<file path="config.mk">
export PLATFORM = sky130hd
export DESIGN_NAME = mem_access_ctrl
export DESIGN_NICKNAME = d
export VERILOG_FILES = /design/src/rtl/mem_access_ctrl.sv
export SDC_FILE = /design/constraint.sdc
export NUM_CORES = 1
export LEC_CHECK = 0
export CAP_MARGIN = 20
export CELL_PAD_IN_SITES_DETAIL_PLACEMENT = 1
export CELL_PAD_IN_SITES_GLOBAL_PLACEMENT = 1
export CORE_ASPECT_RATIO = 0.9
export CORE_UTILIZATION = 32
export CTS_CLUSTER_DIAMETER = 150
export DETAILED_ROUTE_END_ITERATION = 8
export HOLD_SLACK_MARGIN = 0.12
export PLACE_DENSITY = 0.87
export REMOVE_ABC_BUFFERS = 1
export SYNTH_ARGS = -nofsm -noshare
export SYNTH_HDL_FRONTEND = slang
export SYNTH_SLANG_ARGS = --single-unit
</file>
<file path="constraint.sdc">
create_clock -name clk_i -period 5.11 [get_ports clk_i]
set_clock_uncertainty 0.1 [all_clocks]
set_input_delay 1.022 -clock clk_i [delete_from_list [all_inputs] [get_ports clk_i]]
set_output_delay 1.022 -clock clk_i [all_outputs]
set_load 0.005 [all_outputs]
</file>
<file path="src/rtl/mem_access_ctrl.sv">
// MEM-stage load/store sequencer. Turns the EX/MEM load/store into a
// request/grant/response bus transaction, builds byte enables and
// lane-replicated store data, stalls the pipeline until the access
// finishes, and reports misaligned accesses and bus timeouts.
module mem_access_ctrl #(
    parameter int Width   = 32,
    parameter int TIMEOUT = 255
) (
    input  logic             clk_i,
    input  logic             rst_i,
    input  logic             valid_MEM,
    input  logic             ld_MEM,
    input  logic             st_en_MEM,
    input  logic             SB_MEM,
    input  logic             SH_MEM,
    input  logic [Width-1:0] alu_MEM,
    input  logic [Width-1:0] outmux_fb_MEM,
    output logic             req_o,
    output logic             we_o,
    output logic [Width-1:0] addr_o,
    output logic [Width-1:0] wdata_o,
    output logic [3:0]       be_o,
    input  logic             gnt_i,
    input  logic             rvalid_i,
    input  logic [Width-1:0] rdata_i,
    output logic [Width-1:0] ld_data_o,
    output logic             stall_o,
    output logic             misaligned_o,
    output logic             bus_err_o
);

    localparam int              CntW    = $clog2(TIMEOUT + 1);
    localparam logic [CntW-1:0] CntLast = CntW'(TIMEOUT - 1);
    localparam logic [CntW-1:0] CntMax  = CntW'(TIMEOUT);

    typedef enum logic [1:0] {
        IDLE,
        REQ,
        WAIT,
        DONE
    } state_t;

    state_t            state_q;
    state_t            state_d;
    logic [CntW-1:0]   cnt_q;
    logic              mem_op;
    logic              misaligned;
    logic              timeout_hit;
    logic [3:0]        be_d;
    logic [Width-1:0]  wdata_d;
    logic              mis_q;
    logic              err_q;

    assign mem_op       = valid_MEM & (ld_MEM | st_en_MEM);
    assign stall_o      = mem_op & (state_q != DONE);
    assign misaligned_o = mis_q;
    assign bus_err_o    = err_q;

    // Access-size decode: lane enables, replicated store data, alignment
    always_comb begin
        be_d       = 4'b1111;
        wdata_d    = outmux_fb_MEM;
        misaligned = 1'b0;
        if (SB_MEM) begin
            be_d    = 4'b0001 << alu_MEM[1:0];
            wdata_d = {(Width/8){outmux_fb_MEM[7:0]}};
        end else if (SH_MEM) begin
            be_d       = 4'b0011 << {alu_MEM[1], 1'b0};
            wdata_d    = {(Width/16){outmux_fb_MEM[15:0]}};
            misaligned = alu_MEM[0];
        end else begin
            misaligned = |alu_MEM[1:0];
        end
    end

    // Next-state logic; a timeout fires on the TIMEOUT-th REQ/WAIT cycle
    // only if that cycle brings no grant/response
    always_comb begin
        state_d     = state_q;
        timeout_hit = 1'b0;
        case (state_q)
            IDLE: begin
                if (mem_op) begin
                    state_d = misaligned ? DONE : REQ;
                end
            end
            REQ: begin
                if (gnt_i) begin
                    state_d = we_o ? DONE : WAIT;
                end else if (cnt_q >= CntLast) begin
                    timeout_hit = 1'b1;
                    state_d     = DONE;
                end
            end
            WAIT: begin
                if (rvalid_i) begin
                    state_d = DONE;
                end else if (cnt_q >= CntLast) begin
                    timeout_hit = 1'b1;
                    state_d     = DONE;
                end
            end
            DONE: begin
                state_d = IDLE;
            end
            default: begin
                state_d = IDLE;
            end
        endcase
    end

    // Control registers: state, registered request, timeout counter, status pulses
    always_ff @(posedge clk_i) begin
        if (rst_i) begin
            state_q <= IDLE;
            req_o   <= 1'b0;
            cnt_q   <= '0;
            mis_q   <= 1'b0;
            err_q   <= 1'b0;
        end else begin
            state_q <= state_d;
            req_o   <= (state_d == REQ);
            mis_q   <= (state_q == IDLE) && mem_op && misaligned;
            err_q   <= timeout_hit;
            if (state_q == IDLE) begin
                cnt_q <= '0;
            end else if ((state_q == REQ || state_q == WAIT) && cnt_q != CntMax) begin
                cnt_q <= cnt_q + 1'b1;
            end
        end
    end

    // Bus-side datapath: capture the request on launch, capture read data on response
    always_ff @(posedge clk_i) begin
        if (rst_i) begin
            we_o      <= 1'b0;
            addr_o    <= '0;
            wdata_o   <= '0;
            be_o      <= '0;
            ld_data_o <= '0;
        end else begin
            if (state_q == IDLE && mem_op && !misaligned) begin
                we_o    <= st_en_MEM;
                addr_o  <= {alu_MEM[Width-1:2], 2'b00};
                wdata_o <= wdata_d;
                be_o    <= be_d;
            end
            if (state_q == WAIT && rvalid_i) begin
                ld_data_o <= rdata_i;
            end
        end
    end

endmodule

</file>
### Word level (Yosys, flattened, before mapping)

Cells that the tools add are included.

* bitwise logic cells: 3
* muxes and demuxes: 17
* equal/unequal tests: 6
* $lt $le $gt $ge: 1
* add/sub/neg operators: 1
* shift-type cells: 2
* reduce and logical (&&, ||, !) cells: 10

Operator list (count)
* 2-to-1 mux 32 bit: 2
* 2-to-1 mux 2 bit: 5
* adder 8 x 1 -> 8 bit (second input constant): 1
* greater-or-equal comparator 8 bit (second input constant): 1
* 2-to-1 mux 4 bit: 2
* inequality test 8 bit (second input constant): 1
* case mux 2 bit (4 select lines): 1
* 2-to-1 mux 1 bit: 6
* logical AND 1 bit: 5
* equality test 2 x 1 -> 1 bit (second input constant): 2
* equality test 2 bit (second input constant): 2
* OR reduction 2 bit: 2
* left shift 1 x 2 -> 4 bit (first input constant): 1
* left shift 2 x 2 -> 4 bit (first input constant): 1
* bitwise AND 1 bit: 2
* logical NOT 2 bit: 1
* inequality test 2 bit (second input constant): 1
* case mux 1 bit (2 select lines): 1
* logical NOT 1 bit: 1
* logical OR 1 bit: 1
* OR 1 bit: 1

* input port bits: 105
* output and inout port bits: 105
* bits in registers: 112

### Longest topological paths before layout

Gate-level depths: netlist (run 1).

* depth in word-level cells: 7
* gate-level depth with buffers: 8
* mapped depth without buffers: 6

### Worst setup path before layout (run 1)

No wires, ideal clock.

* path kind: in2out
* start point: input port st_en_MEM
* end point: output port stall_o
* data arrival time: 1.367 ns
* slack: 2.621 ns
* data required time: 3.988 ns
* stages on the path: 2
* cell sequence: o21ai_1 nor2_1

* word-level cells in the longest chain between the ends: 3

Ends and longest elaborated chain
* from (decl): RTL line 13 `input logic st_en_MEM,`
* OR 1 bit: RTL line 54 `assign mem_op = valid_MEM & (ld_MEM | st_en_MEM);`
* bitwise AND 1 bit: RTL line 54
* bitwise AND 1 bit: RTL line 55 `assign stall_o = mem_op & (state_q != DONE);`
* to (decl): RTL line 27 `output logic stall_o,`

Every way passes these cells.

### Worst setup path after layout (run 1)

Same ends and word-level chain as after synthesis.

==> results of run 1 <==
-- area by class of cell --
class | count | area, µm²
clock buffers | 12 | 256
flip-flops and latches | 112 | 2240
clock inverters | 4 | 52.6
inverters | 8 | 30.0
multi-input cells | 404 | 2190
repair buffers | 217 | 2200
well taps | 193 | 241
fillers | 1687 | 7050
-- flip-flops by register name, summed over array words and instances (netlist names) --
signal	cells
ld_data_o	32
req_o	1
we_o	1
misaligned_o	1
state_q	2
bus_err_o	1
wdata_o	32
addr_o	30
cnt_q	8
be_o	4
-- logic make-up after synthesis --
group	share of synthesized area, %
AOI/OAI and AO/OA	25.3
xor gates and xnor gates	0.554
adders and majority gates	1.58
buffers and inverters	6.57
DFF	47.3
muxes	1.69
other	0.0791
and+or+nand+nor	16.9
-- worst paths after layout --
kind,from,to,slack (ns),depth (start not counted)
max,st_en_MEM,stall_o,1.53,4
min,ld_data_o[1],ld_data_o[1],0.36,2
max reg2reg,state_q[0],wdata_o[8],2.65,5
min reg2reg,ld_data_o[1],ld_data_o[1],0.36,2
-- metal layers --
layer	vias up	routed length, µm
met3	20	2060
met5	-	0
met4	0	314
li1	2378	-
met2	195	8020
met1	2357	6860
-- worst max-delay path, cell delays in order --
cell,delay [ns]
clkdlybuf4s50_1,0.48
o21ai_1,0.38
nor2_1,0.11
clkdlybuf4s50_1,0.48
-- placed cells by master (no fill, tap or decap), types with 4 or more instances in the layout --
master,instances
a211oi_1,4
a21oi_1,107
a311oi_1,17
buf_4,8
clkbuf_16,9
clkdlybuf4s50_1,206
dfxtp_1,112
ha_1,6
inv_1,7
mux2i_1,8
nand2_1,83
nand2b_1,8
nand3_1,51
nor2_1,11
o21ai_0,66
-- power by group --
part           switching, mW  internal, mW  total [mW]
clock                  0.326         0.409       0.735
sequential            0.0363         0.937       0.974
combinational          0.261         0.266       0.527
total                  0.623          1.61        2.24
==> qor.yml, run 1 <==
status: "finished clean"
grt_use_met3_pct: 11.0
hp-class: "flop to flop"
post_drt_wl_per_cell_um: 18.2
rows: 41
arrival_ns: 2.46
synth_cell_types: 46
fin_crit_sh_pct: 70.1
grt_max_degree: 59
postCtsSetupRepairBufs: 0
yosysTopAreaCellShare_pct: 47.3
vdd_drop_max_uv: 188
drive_gt1_share_pct: 5.02
maxCapViolCount: 0
num_vias: 4950
cp-start-kind: "input port"
postCtsHoldBufs: 0
gp_congestion: 0.832
top_level_ports: 210
synth_area_um2: 4740
synth_most_common_cell: "dfxtp_1"
antenna_cells: 0
max_freq_ghz: 0.279
synth_area_leaders: "dfxtp_1, a21oi_1, o21ai_0"
area_delta_synth_final_pct: 52.1
clk_pin_slew_ns: 0.07
yosys.area.top_type: "dfxtp_1"
setup_ws_ns: 1.53
die_h_um: 117
fin_util_pct: 50.6
routed_wl_um: 17300
rsz0062_at_grt: "no"
syn_inst: 575
gr-usage-all-layers_pct: 22.5
dp_cells: 932
ys.flop_type: "dfxtp_1"
maxSlewHeadroom_pct: 30.2
async_flop_share_pct: 0
hold_viol: 0
grt_pass1_vias: 5291
ys_seq_elements: 112
path_max_fanout: 3
critPathRequiredTime_ns: 3.99
final_antenna_net_count: 0
stdcell_count: 950
numClockSinks: 112
cts_root_buf: "clkbuf_16"
drc_errors: 0
cts_tree: "yes"
die_area_um2: 15300
tns_ns: 0
synth_edf_count: 0
core-area_um2: 14300
cts_buffers: 9
grt-ovfl-total: 0
final_max_slew_viol_count: 0
layout_min_cycle_time_ns: 3.58
use_met2_pct: 38.2
leakagePower_nw: 2.45
crit_type: "input port to output pin"
yosysWarnings: 0
cts_resized: 0
antenna_found_initial: 0
syn-mean-instance-area_um2: 8.24
setup_viol: 0
final_area_um2: 7210
placed_area_um2: 6850
grt_pass1_wl_um: 26900
cts_buffer_depth: 2
synth_common_cells: "dfxtp_1, a21oi_1, nand2_1, o21ai_0, nand3_1"
nets: 863
use_met1_pct: 24.7
dp_slack_ns: 1.50
drt_iter0_markers: 159
drt-pass1-iter-count: 4
worst_setup_path_end_kind: "output pin"
avgViaCountPerCell: 5.21
whs_ns: 0.356
clkLatencyLatePin_ns: 0.35
start_util_pct: 33.2
port_buffers: 207
worst_pin_slew_ns: 1.05
p_total_mw: 2.24
cts_max_level: 3
hpwlAfterDp_um: 12300
grt.busiest_layer: "met2"
powerDensity_nw_per_um2: 310
ys_seq_area_share_pct: 47.3
dieWidth_um: 130
(Power assumes the default switching activity.)
==> inputs of run 2 (changes only) <==
--- a/config.mk
+++ b/config.mk
@@ -9,11 +9,11 @@
 export CELL_PAD_IN_SITES_DETAIL_PLACEMENT = 1
 export CELL_PAD_IN_SITES_GLOBAL_PLACEMENT = 1
 export CORE_ASPECT_RATIO = 0.9
-export CORE_UTILIZATION = 32
+export CORE_UTILIZATION = 30
 export CTS_CLUSTER_DIAMETER = 150
 export DETAILED_ROUTE_END_ITERATION = 8
 export HOLD_SLACK_MARGIN = 0.12
-export PLACE_DENSITY = 0.87
+export PLACE_DENSITY = 0.82
 export REMOVE_ABC_BUFFERS = 1
 export SYNTH_ARGS = -nofsm -noshare
 export SYNTH_HDL_FRONTEND = slang
==> constraint.sdc (replaced) <==
create_clock -name clk_i -period 3.3 [get_ports clk_i]
set_clock_uncertainty 0.1 [all_clocks]
set_input_delay 0.66 -clock clk_i [delete_from_list [all_inputs] [get_ports clk_i]]
set_output_delay 0.66 -clock clk_i [all_outputs]
set_load 0.005 [all_outputs]
==> run 2 against run 1 <==
Effect of this change: routed wire length decreased by 3.0%; global-route usage decreased by 1.8 points; largest power group unchanged; register-to-register slack got worse by 1.5 ns; worst setup slack got worse by 1.1 ns; highest routed layer unchanged; clock power increased by 58%; hold slack got worse by 0.00092 ns; combinational power increased by 54%; largest cell class unchanged.
==> qor.yml, run 2 (synthesized netlist as in run 1, its figures left out) <==
area_delta_synth_final_pct: 52.3  # about the same
worst_setup_path_end_kind: "output pin"
clkLatencyLatePin_ns: 0.35  # about the same
layout_min_cycle_time_ns: 2.85
internal_power_mw: 2.50  # +55%
crit_buf_inv: 2  # unchanged
critical_path_depth: 4  # unchanged
max_freq_ghz: 0.351
die_area_um2: 16300  # +6.6%
tns_ns: 0  # unchanged
antenna_found_initial: 1  # +1
r2r-start: "state_q[0]"
mostFrequentLayoutCell: "clkdlybuf4s50_1"
critical_path.top_delay_family: "buffers and inverters"
top_level_ports: 210  # unchanged
routed_wl_um: 16700  # -3.0%
arrival_ns: 2.09  # -0.37 ns
dieWidth_um: 134  # +3.2%
placed_area_um2: 6900  # +0.75%
hpwlAfterDp_um: 12100  # -1.7%
power_frac_comb_pct: 23.4  # -0.2 points
post_drt_wl_per_cell_um: 17.4  # -4.1%
avgViaCountPerCell: 5.14  # -1.3%
powerDensity_nw_per_um2: 481  # +55%
drt-pass1-iter-count: 4  # unchanged
most-common-layout-cells: "clkdlybuf4s50_1, dfxtp_1, a21oi_1, nand2_1, o21ai_0"
clk_pin_slew_ns: 0.07  # about the same
num_vias: 4936  # -0.28%
worst_pin_slew_ns: 1.03  # -0.0219 ns
p_total_mw: 3.47  # +55%
grt_pass1_wl_um: 26600  # -1.0%
r2r_setup_slack_ns: 1.13  # -1.52 ns
rows: 43  # +4.9%
hold_viol: 0  # unchanged
postCtsHoldBufs: 0  # unchanged
hp-class: "flop to flop"
rsz0062_at_grt: "no"
worstPathCellList: "clkdlybuf4s50_1 > o21ai_1 > nor2_1 > clkdlybuf4s50_1"
start_util_pct: 30.7  # -2.5 points
worstReg2RegEnd: "wdata_o[10]"
die_h_um: 121  # +3.2%
path_max_fanout: 3  # unchanged
cts_max_level: 3  # unchanged
setup_viol: 0  # unchanged
swShare_pct: 28.1  # +0.19 points
vdd_drop_max_uv: 262  # +40%
drt_iter0_markers: 151  # -5.0%
core-area_um2: 15400  # +8.3%
final_max_slew_viol_count: 0  # unchanged
cp-start-kind: "input port"
cts_buffers: 9  # unchanged
cts_buffer_depth: 2  # unchanged
cpMostUsedCell: "clkdlybuf4s50_1"
critPathRequiredTime_ns: 2.54  # -1.45 ns
maxCapViolCount: 0  # unchanged
final_antenna_net_count: 0  # unchanged
maxSlewHeadroom_pct: 31.5  # +1.3 points
drc_errors: 0  # unchanged
nets: 863  # unchanged
cts_root_buf: "clkbuf_16"
reg_top3: "ld_data_o x32, wdata_o x32, addr_o x30"
cts_tree: "yes"
status: "finished clean"
power.switching_mw: 0.975  # +56%
crit_type: "input port to output pin"
startpoint: "st_en_MEM"
port_buffers: 207  # unchanged
gr-usage-all-layers_pct: 20.7  # -1.8 points
setup_ws_ns: 0.451  # -1.08 ns
critPathSlowestCell: "clkdlybuf4s50_1"
seq_power_share_pct: 43.4  # -0.2 points
grt_max_degree: 66  # +12%
numClockSinks: 112  # unchanged
drive_gt1_share_pct: 5.15  # +0.13 points
leakagePower_nw: 2.45  # about the same
r2r_cells: 5  # unchanged
cts_resized: 0  # unchanged
dp_slack_ns: 0.428  # -1.07 ns
grt_pass1_vias: 5344  # +1.0%
grt-ovfl-total: 0  # unchanged
crit_end: "stall_o"
slowest_delay_ns: 0.48  # about the same
postCtsSetupRepairBufs: 0  # unchanged
power_frac_clock_pct: 33.3  # +0.4 points
gp_congestion: 0.851  # +2.3%
final_area_um2: 7220  # about the same
fin_crit_sh_pct: 86.3
-- run 2: stage by stage --
| stage | utilization, % | hold WS (ns) | cells |
|---|---|---|---|
| global route | 46.7 | 0.377 | 959 |
| detailed placement | 44.7 | 0.348 | 943 |
| finish | 46.7 | 0.355 | 960 |
| global placement | 44.7 | 0.341 | 943 |
| floorplan | - | 0.347 | 524 |
| CTS | 46.7 | 0.359 | 959 |
-- run 2: final cells by class --
| class | count | area (µm²) |
|---|---|---|
| inverter | 8 | 30.0 |
| antenna | 1 | 2.50 |
| clock inverter | 5 | 63.8 |
| tap | 202 | 253 |
| multi-input combinational | 404 | 2190 |
| fill | 1837 | 8220 |
| clock buffer | 11 | 253 |
| timing repair buffer | 217 | 2180 |
| sequential | 112 | 2240 |
-- run 2: worst min-delay path: stages (launching register included) --
cell and delay [ns]:
dfxtp_1 0.31, nand2_1 0.05, a21oi_1 0.05
-- run 2: worst min path at each step --
stage / slack (ns) / to / cells past startpoint / start
6_report: 0.36 / ld_data_o[22] / 2 / ld_data_o[22]
3_3_place_gp: 0.34 / ld_data_o[24] / 2 / ld_data_o[24]
5_1_grt: 0.38 / ld_data_o[8] / 2 / ld_data_o[8]
4_1_cts: 0.36 / ld_data_o[22] / 2 / ld_data_o[22]
3_5_place_dp: 0.35 / ld_data_o[22] / 2 / ld_data_o[22]
2_1_floorplan: 0.35 / ld_data_o[0] / 2 / ld_data_o[0]
-- run 2: routing by layer --
layer / wire length (µm) / GRT usage [%] / vias up / share of wire, %
met5: 0 / 0 / - / 0
met2: 7880 / 35.4 / 182 / 47
met1: 6870 / 22.9 / 2357 / 41
met3: 1710 / 8.94 / 22 / 10
met4: 265 / 6.88 / 0 / 1.6
li1: - / - / 2375 / -
-- run 2: power by group through the flow --
stage,Sequential (mW),Clock (mW),Combinational (mW)
final,1.51,1.16,0.812
after detailed placement,1.54,0,0.817
after global placement,1.53,0,0.782
after CTS,1.51,1.19,0.821
after global routing,1.52,1.24,0.883
after floorplan,1.54,0,0.304
